**config.mk**
```make
export PLATFORM = sky130hd
export DESIGN_NAME = ps2_seq_ctrlmod
export DESIGN_NICKNAME = d
export VERILOG_FILES = /design/src/rtl/ps2_pkg.sv /design/src/rtl/ps2_script_rom.sv /design/src/rtl/ps2_seq_ctrlmod.sv
export SDC_FILE = /design/constraint.sdc
export NUM_CORES = 1
export LEC_CHECK = 0
export CORE_MARGIN = 8
export CORE_UTILIZATION = 59
export CTS_BUF_LIST = sky130_fd_sc_hd__clkbuf_8
export DETAILED_ROUTE_END_ITERATION = 8
export PLACE_DENSITY_LB_ADDON = 0.15
export REMOVE_ABC_BUFFERS = 1
export SLEW_MARGIN = 20
export SYNTH_ARGS = -nofsm -noshare
export SYNTH_HDL_FRONTEND = slang
export SYNTH_SLANG_ARGS = --single-unit
```
**constraint.sdc**
```tcl
create_clock -name CLOCK -period 3.55 [get_ports CLOCK]
set_input_delay 0.71 -clock CLOCK [delete_from_list [all_inputs] [get_ports CLOCK]]
set_output_delay 0.71 -clock CLOCK [all_outputs]
set_load 0.01 [all_outputs]
```
**src/rtl/ps2_pkg.sv**
```systemverilog
// rtl/ps2_pkg.sv - PS/2 host sequencer command codes, state encoding and script entry type
package ps2_pkg;

    localparam logic [7:0] CMD_RESET    = 8'hFF;
    localparam logic [7:0] CMD_ENABLE   = 8'hF4;
    localparam logic [7:0] CMD_SET_RATE = 8'hF3;
    localparam logic [7:0] CMD_GET_ID   = 8'hF2;
    localparam logic [7:0] RSP_ACK      = 8'hFA;
    localparam logic [7:0] RSP_RESEND   = 8'hFE;
    localparam logic [7:0] RSP_BAT_ERR  = 8'hFC;
    localparam logic [7:0] RSP_BAT_OK   = 8'hAA;
    localparam logic [7:0] ID_WHEEL     = 8'h03;

    // Rates of the wheel-mouse unlock knock: 200, 100, 80
    localparam logic [7:0] KNOCK_RATE_0 = 8'hC8;
    localparam logic [7:0] KNOCK_RATE_1 = 8'h64;
    localparam logic [7:0] KNOCK_RATE_2 = 8'h50;

    localparam int STEP_W = 4;
    // Receive-only step holding the BAT and ID bytes that follow the reset ACK
    localparam logic [STEP_W-1:0] STEP_BAT = 4'd1;

    typedef enum logic [3:0] {
        ST_IDLE     = 4'd0,
        ST_SEND     = 4'd1,
        ST_WAIT_TX  = 4'd2,
        ST_WAIT_ACK = 4'd3,
        ST_WAIT_BAT = 4'd4,
        ST_WAIT_ID  = 4'd5,
        ST_NEXT     = 4'd6,
        ST_RETRY    = 4'd7,
        ST_DONE     = 4'd8,
        ST_FAIL     = 4'd9
    } state_t;

    typedef enum logic [1:0] {
        EXP_ACK     = 2'd0,
        EXP_ACK_BAT = 2'd1,
        EXP_ACK_ID  = 2'd2
    } expect_t;

    typedef struct packed {
        logic [7:0] data;
        expect_t    kind;
        logic       last;
    } script_entry_t;

    function automatic script_entry_t mk_entry(input logic [7:0] data, input expect_t kind,
                                               input logic last);
        script_entry_t e;
        e.data = data;
        e.kind = kind;
        e.last = last;
        return e;
    endfunction

endpackage

```
**src/rtl/ps2_script_rom.sv**
```systemverilog
// rtl/ps2_script_rom.sv - step index to script entry; PS2_INTELLIMOUSE_EN inserts the wheel knock
module ps2_script_rom
    import ps2_pkg::*;
#(
    parameter logic [7:0] SAMPLE_RATE = 8'd100
) (
    input  logic [STEP_W-1:0] step,
    output script_entry_t     entry
);

    always_comb begin
        entry = mk_entry(CMD_ENABLE, EXP_ACK, 1'b1);
        case (step)
            4'd0:    entry = mk_entry(CMD_RESET, EXP_ACK_BAT, 1'b0);
            4'd1:    entry = mk_entry(CMD_RESET, EXP_ACK_BAT, 1'b0);
            4'd2:    entry = mk_entry(CMD_SET_RATE, EXP_ACK, 1'b0);
            4'd3:    entry = mk_entry(SAMPLE_RATE, EXP_ACK, 1'b0);
`ifdef PS2_INTELLIMOUSE_EN
            4'd4:    entry = mk_entry(CMD_SET_RATE, EXP_ACK, 1'b0);
            4'd5:    entry = mk_entry(KNOCK_RATE_0, EXP_ACK, 1'b0);
            4'd6:    entry = mk_entry(CMD_SET_RATE, EXP_ACK, 1'b0);
            4'd7:    entry = mk_entry(KNOCK_RATE_1, EXP_ACK, 1'b0);
            4'd8:    entry = mk_entry(CMD_SET_RATE, EXP_ACK, 1'b0);
            4'd9:    entry = mk_entry(KNOCK_RATE_2, EXP_ACK, 1'b0);
            4'd10:   entry = mk_entry(CMD_GET_ID, EXP_ACK_ID, 1'b0);
`endif
            default: entry = mk_entry(CMD_ENABLE, EXP_ACK, 1'b1);
        endcase
    end

endmodule

```
**src/rtl/ps2_seq_ctrlmod.sv**
```systemverilog
// rtl/ps2_seq_ctrlmod.sv - PS/2 mouse init sequencer: script FSM, timeouts, retries (PS2_INTELLIMOUSE_EN: wheel detect)
module ps2_seq_ctrlmod
    import ps2_pkg::*;
#(
    parameter int         CLK_HZ         = 50_000_000,
    parameter int         ACK_TIMEOUT_MS = 20,
    parameter int         BAT_TIMEOUT_MS = 750,
    parameter int         MAX_RETRY      = 3,
    parameter logic [7:0] SAMPLE_RATE    = 8'd100
) (
    input  logic       CLOCK,
    input  logic       RESET,
    input  logic       iStart,
    output logic       oTxReq,
    output logic [7:0] oTxData,
    input  logic       iTxDone,
    input  logic       iTxErr,
    input  logic       iRxTrig,
    input  logic [7:0] iRxData,
    output logic       oRxEn,
    output logic       oEn,
    output logic       oBusy,
    output logic       oFail,
    output logic       oWheel,
    output logic [3:0] oState
);

    localparam int ACK_LIM = CLK_HZ / 1000 * ACK_TIMEOUT_MS;
    localparam int BAT_LIM = CLK_HZ / 1000 * BAT_TIMEOUT_MS;
    localparam int ACK_CYC = (ACK_LIM < 1) ? 1 : ACK_LIM;
    localparam int BAT_CYC = (BAT_LIM < 1) ? 1 : BAT_LIM;
    localparam int T_MAX   = (ACK_CYC > BAT_CYC) ? ACK_CYC : BAT_CYC;
    localparam int TW      = $clog2(T_MAX + 1);
    localparam int RW      = (MAX_RETRY < 1) ? 1 : $clog2(MAX_RETRY + 1);

    state_t            state, state_d;
    logic [STEP_W-1:0] step, step_d;
    logic [RW-1:0]     retry, retry_d;
    logic [TW-1:0]     timer;
    logic [7:0]        tx_data;
    expect_t           cur_kind;
    logic              cur_last;
    script_entry_t     nxt_entry;
    logic              ack_to;
    logic              bat_to;

    // The ROM is addressed by the next step so the byte is ready as SEND is entered
    ps2_script_rom #(
        .SAMPLE_RATE(SAMPLE_RATE)
    ) u_rom (
        .step (step_d),
        .entry(nxt_entry)
    );

    assign ack_to = (timer >= TW'(ACK_CYC - 1));
    assign bat_to = (timer >= TW'(BAT_CYC - 1));

    always_comb begin
        state_d = state;
        step_d  = step;
        retry_d = retry;
        if (iStart) begin
            state_d = ST_SEND;
            step_d  = '0;
            retry_d = '0;
        end else begin
            case (state)
                ST_IDLE: state_d = ST_IDLE;
                ST_SEND: state_d = ST_WAIT_TX;
                ST_WAIT_TX: begin
                    if (iTxErr) begin
                        state_d = ST_RETRY;
                    end else if (iTxDone) begin
                        state_d = ST_WAIT_ACK;
                    end
                end
                ST_WAIT_ACK: begin
                    if (iRxTrig) begin
                        if (iRxData == RSP_ACK) begin
                            case (cur_kind)
                                EXP_ACK_BAT: begin
                                    state_d = ST_WAIT_BAT;
                                    step_d  = STEP_BAT;
                                end
                                EXP_ACK_ID: state_d = ST_WAIT_ID;
                                default:    state_d = ST_NEXT;
                            endcase
                        end else begin
                            state_d = ST_RETRY;
                        end
                    end else if (ack_to) begin
                        state_d = ST_RETRY;
                    end
                end
                ST_WAIT_BAT: begin
                    // A failed or missing self-test can only be recovered by resetting again
                    if (iRxTrig) begin
                        if (iRxData == RSP_BAT_OK) begin
                            state_d = ST_WAIT_ID;
                        end else if (iRxData == RSP_BAT_ERR) begin
                            state_d = ST_RETRY;
                            step_d  = '0;
                        end
                    end else if (bat_to) begin
                        state_d = ST_RETRY;
                        step_d  = '0;
                    end
                end
                ST_WAIT_ID: begin
                    if (iRxTrig) begin
                        state_d = ST_NEXT;
                    end else if (ack_to) begin
                        state_d = ST_RETRY;
                        if (step == STEP_BAT) begin
                            step_d = '0;
                        end
                    end
                end
                ST_NEXT: begin
                    if (cur_last) begin
                        state_d = ST_DONE;
                    end else begin
                        state_d = ST_SEND;
                        step_d  = step + STEP_W'(1);
                        retry_d = '0;
                    end
                end
                ST_RETRY: begin
                    if (retry == RW'(MAX_RETRY)) begin
                        state_d = ST_FAIL;
                    end else begin
                        state_d = ST_SEND;
                        retry_d = retry + RW'(1);
                    end
                end
                ST_DONE: state_d = ST_DONE;
                ST_FAIL: state_d = ST_FAIL;
                default: state_d = ST_IDLE;
            endcase
        end
    end

    always_ff @(posedge CLOCK or negedge RESET) begin
        if (!RESET) begin
            state    <= ST_IDLE;
            step     <= '0;
            retry    <= '0;
            timer    <= '0;
            tx_data  <= 8'h00;
            cur_kind <= EXP_ACK;
            cur_last <= 1'b0;
        end else begin
            state    <= state_d;
            step     <= step_d;
            retry    <= retry_d;
            cur_kind <= nxt_entry.kind;
            cur_last <= nxt_entry.last;
            if (state_d == ST_SEND) begin
                tx_data <= nxt_entry.data;
            end
            if (state_d != state) begin
                timer <= '0;
            end else if (timer != TW'(T_MAX)) begin
                timer <= timer + TW'(1);
            end
        end
    end

`ifdef PS2_INTELLIMOUSE_EN
    logic [7:0] dev_id;
    logic       wheel;

    always_ff @(posedge CLOCK or negedge RESET) begin
        if (!RESET) begin
            dev_id <= 8'h00;
            wheel  <= 1'b0;
        end else if (iStart) begin
            wheel <= 1'b0;
        end else begin
            if (state == ST_WAIT_ID && iRxTrig) begin
                dev_id <= iRxData;
            end
            if (state == ST_NEXT && cur_kind == EXP_ACK_ID) begin
                wheel <= (dev_id == ID_WHEEL);
            end
        end
    end

    assign oWheel = wheel;
`else
    assign oWheel = 1'b0;
`endif

    assign oTxReq  = (state == ST_SEND);
    assign oTxData = tx_data;
    assign oRxEn   = (state inside {ST_WAIT_ACK, ST_WAIT_BAT, ST_WAIT_ID, ST_NEXT, ST_RETRY,
                                    ST_DONE});
    assign oEn     = (state == ST_DONE);
    assign oFail   = (state == ST_FAIL);
    assign oBusy   = !(state inside {ST_IDLE, ST_DONE, ST_FAIL});
    assign oState  = state;

endmodule

```
==> metrics <==
Seq. cell area=0.00108 mm2; Post-CTS Hold Buffers=0; sequential cell fraction of total power=38.0%; CTS tree=done; multi-input combinational cell area=0.00178 mm2; I/O Pins=32; Final setup viols=0; most frequent cells in the layout=dfrtp_1 (43), clkdlybuf4s50_1 (29), nor2_1 (26); DRT antenna net count=0; Post-Synthesis Cells=341; WL final=between 7 and 8 mm; Post-Syn Area per Cell=9.02 um2; Post-Synth Simple-Gate Area=a little over a third; first-pass GRT wire length=approximately 12 mm; RD Place Congestion=approximately 0.97; Final Core Density=between 60% and 70%; Switching Share=38.5%; Highest Signal Layer=met4; # port buffers=30; Comb power frac=around 36%; Post-Place Worst Slack=between 0.3 and 0.4 ns; post-synthesis mux area share=0.691%; area share of xor/xnor cells in the synthesized design=under 10%; worst setup margin=about 0.36 ns; largest net degree at the start of global routing=44; post-synthesis adder-cell area fraction=roughly 2.0%; Peak VDD IR=between 0.3 and 0.4 mV; Final Instance Area=0.00344 mm2; WL met1=between 3 and 4 mm; Die H=roughly 88 um; Leakage=~1.3 nW; CTS max path bufs=2; TritonCTS Sinks=43; gr ovfl total=0; Max Cap Viol=0; register area share after synthesis=35.0%; Die ar.=just under 0.008 mm2; metal3 WL=approximately 420 um; Setup CP Type=reg2reg; drt wl/cell=around 17 um; routed vias/inst=~6.1; NumNets Final=380; critical path arrival=approximately 3.3 ns; commonest non-fill, non-tap cell in the layout=dfrtp_1; Hold Vio Cnt, Final=0; synthesized area=0.00308 mm2; largest family of logic cells by synthesized area=simple AND/OR/NAND/NOR gates; antenna violations before repair=0; Skew-Pair Late Insertion Delay=0.30 ns; Final HPWL DP=5.10 mm; n_diodes=0; worst-path fanout max=26; Synth warnings=0; Worst-Margin Slew=between 1 and 1.5 ns; DRC violations left=0; dpl cell area=approximately 0.0033 mm2; CTS clk-pin slew, worst paths=approximately 0.09 ns; initial core utilization=between 60% and 70%; Cell variety after synth=between 60 and 70; CP startpoint kind=flop; fmax=313 MHz; share of cells above drive strength 1=between 10% and 20%; Final Cycle Share=between 80% and 90%; Power Internal=approximately 910 uW; GR Util All Layers=around a fifth; TritonCTS Buffers=5; headroom to the max-slew limit=between 30% and 40%; WHS=0.381 ns; nature of the critical path endpoint=flop; power share of the clock group=26.4%; Area Overhead vs Synth=11.8%; CTS root buf=clkbuf_8; pwr dens=between 400 and 500 mW/mm2; fin. max-slew vios=0; Die W=between 80 and 90 um; setup repair bufs after CTS=0; met2 routed WL=~3.6 mm; drt pass-1 iters=4; initial DRC count=between 150 and 200; asr flop ratio synth=100%; Hold Crit Class=in2async; Net Sw Power=around 570 uW; vias in the first global route=about 2.6k; total number of vias=2,645; post-CTS sizing=0; #FFs+latches synth=43; status=complete, no violations; Synth Area in Compound Gates=around 12%; min Tclk post-route=about 3.2 ns; core area=about 0.005 mm2; Required @ worst endpoint=about 3.7 ns; RSZ-0062 raised after global routing=false; Fillers=approximately 470; ys flop type=dfrtp_1; EDFF count, synth=0; H-tree depth=2; sum of negative setup slack=0 ns; worst-case clock skew=between 0.007 and 0.008 ns; row count=26
==> power by group through the flow <==
stage               clock (mW)  combinational, mW  sequential (mW)
floorplan                    0              0.316            0.573
global placement             0              0.512            0.568
detailed placement           0              0.521            0.570
CTS                      0.400              0.523            0.561
global route             0.426              0.575            0.568
finish                   0.389              0.526            0.561
==> flip-flops by register name, indices dropped and copies added (netlist names) <==
signal and cells:
oTxData 5, step 4, timer 26, cur_last 1, cur_kind 1, retry 2, oState 4
==> cell families (layout without fill, tap and decap cells) <==
| logic type | count (synthesis) | after routing |
|---|---|---|
| AND/OR/NAND/NOR | 177 | 177 |
| AO/OA/AOI/OAI | 55 | 55 |
| flip-flops | 43 | 43 |
| buffers and inverters | 34 | 55 |
| XOR/XNOR | 24 | 24 |
| adder cells (fa/ha/maj) | 5 | 5 |
| multiplexers | 2 | 2 |
| other | 1 | 1 |
==> metrics by stage <==
stage               std cells  power, mW
floorplan                 318      0.889
global placement          424       1.08
detailed placement        424       1.09
CTS                       432       1.48
global route              432       1.57
finish                    432       1.48
==> metal layers <==
| metal | global-route usage, % | vias to the layer above |
|---|---|---|
| li1 | - | 1284 |
| met1 | 23.5 | 1264 |
| met2 | 34.4 | 81 |
| met3 | 4.46 | 16 |
| met4 | 7.22 | 0 |
| met5 | 0 | - |
==> critical path, stage by stage, from the launching register on <==
cell	delay (ns)
dfrtp_1	0.43
ha_1	0.23
and4_1	0.29
a2111o_1	0.46
and3_4	0.20
nor4b_2	0.27
o41ai_1	0.17
a31oi_4	0.83
nor3_1	0.16
==> cell type report <==
type,instances,share of cell area [%]
Clock inverter,3,1.27
Clock buffer,5,2.00
Sequential cell,43,31.3
Multi-Input combinational cell,264,51.7
Inverter,11,1.20
Timing Repair Buffer,36,9.97
Tap cell,70,2.55
==> synth_stat cells (all sizes together) (5+ instances only) <==
library cell / count / area (um2)
a21oi: 16 / 80.1
and2: 6 / 37.5
and3: 6 / 42.5
buf: 17 / 158
clkbuf: 6 / 22.5
dfrtp: 43 / 1080
ha: 5 / 62.6
inv: 11 / 41.3
nand2: 22 / 82.6
nand3: 17 / 85.1
nand4: 10 / 62.6
nor2: 26 / 97.6
nor2b: 6 / 37.5
nor3: 44 / 332
nor4: 5 / 37.5
o21ai: 9 / 45.0
or3: 7 / 43.8
xnor2: 8 / 70.1
xor2: 16 / 140
==> final timing paths <==
check / start / to / slack (ns) / cells past startpoint
worst max-delay path: timer[1] / timer[0] / 0.36 / 8
worst min-delay path: RESET / oState[2] / 0.38 / 1
worst max register to register: timer[1] / timer[0] / 0.36 / 8
worst min register to register: oTxData[6] / oTxData[6] / 0.51 / 1
max in group asynchronous: RESET / oTxData[3] / 2.77 / 1
min in group CLOCK: oTxData[6] / oTxData[6] / 0.51 / 1
Power figures use the tool's default switching activity.
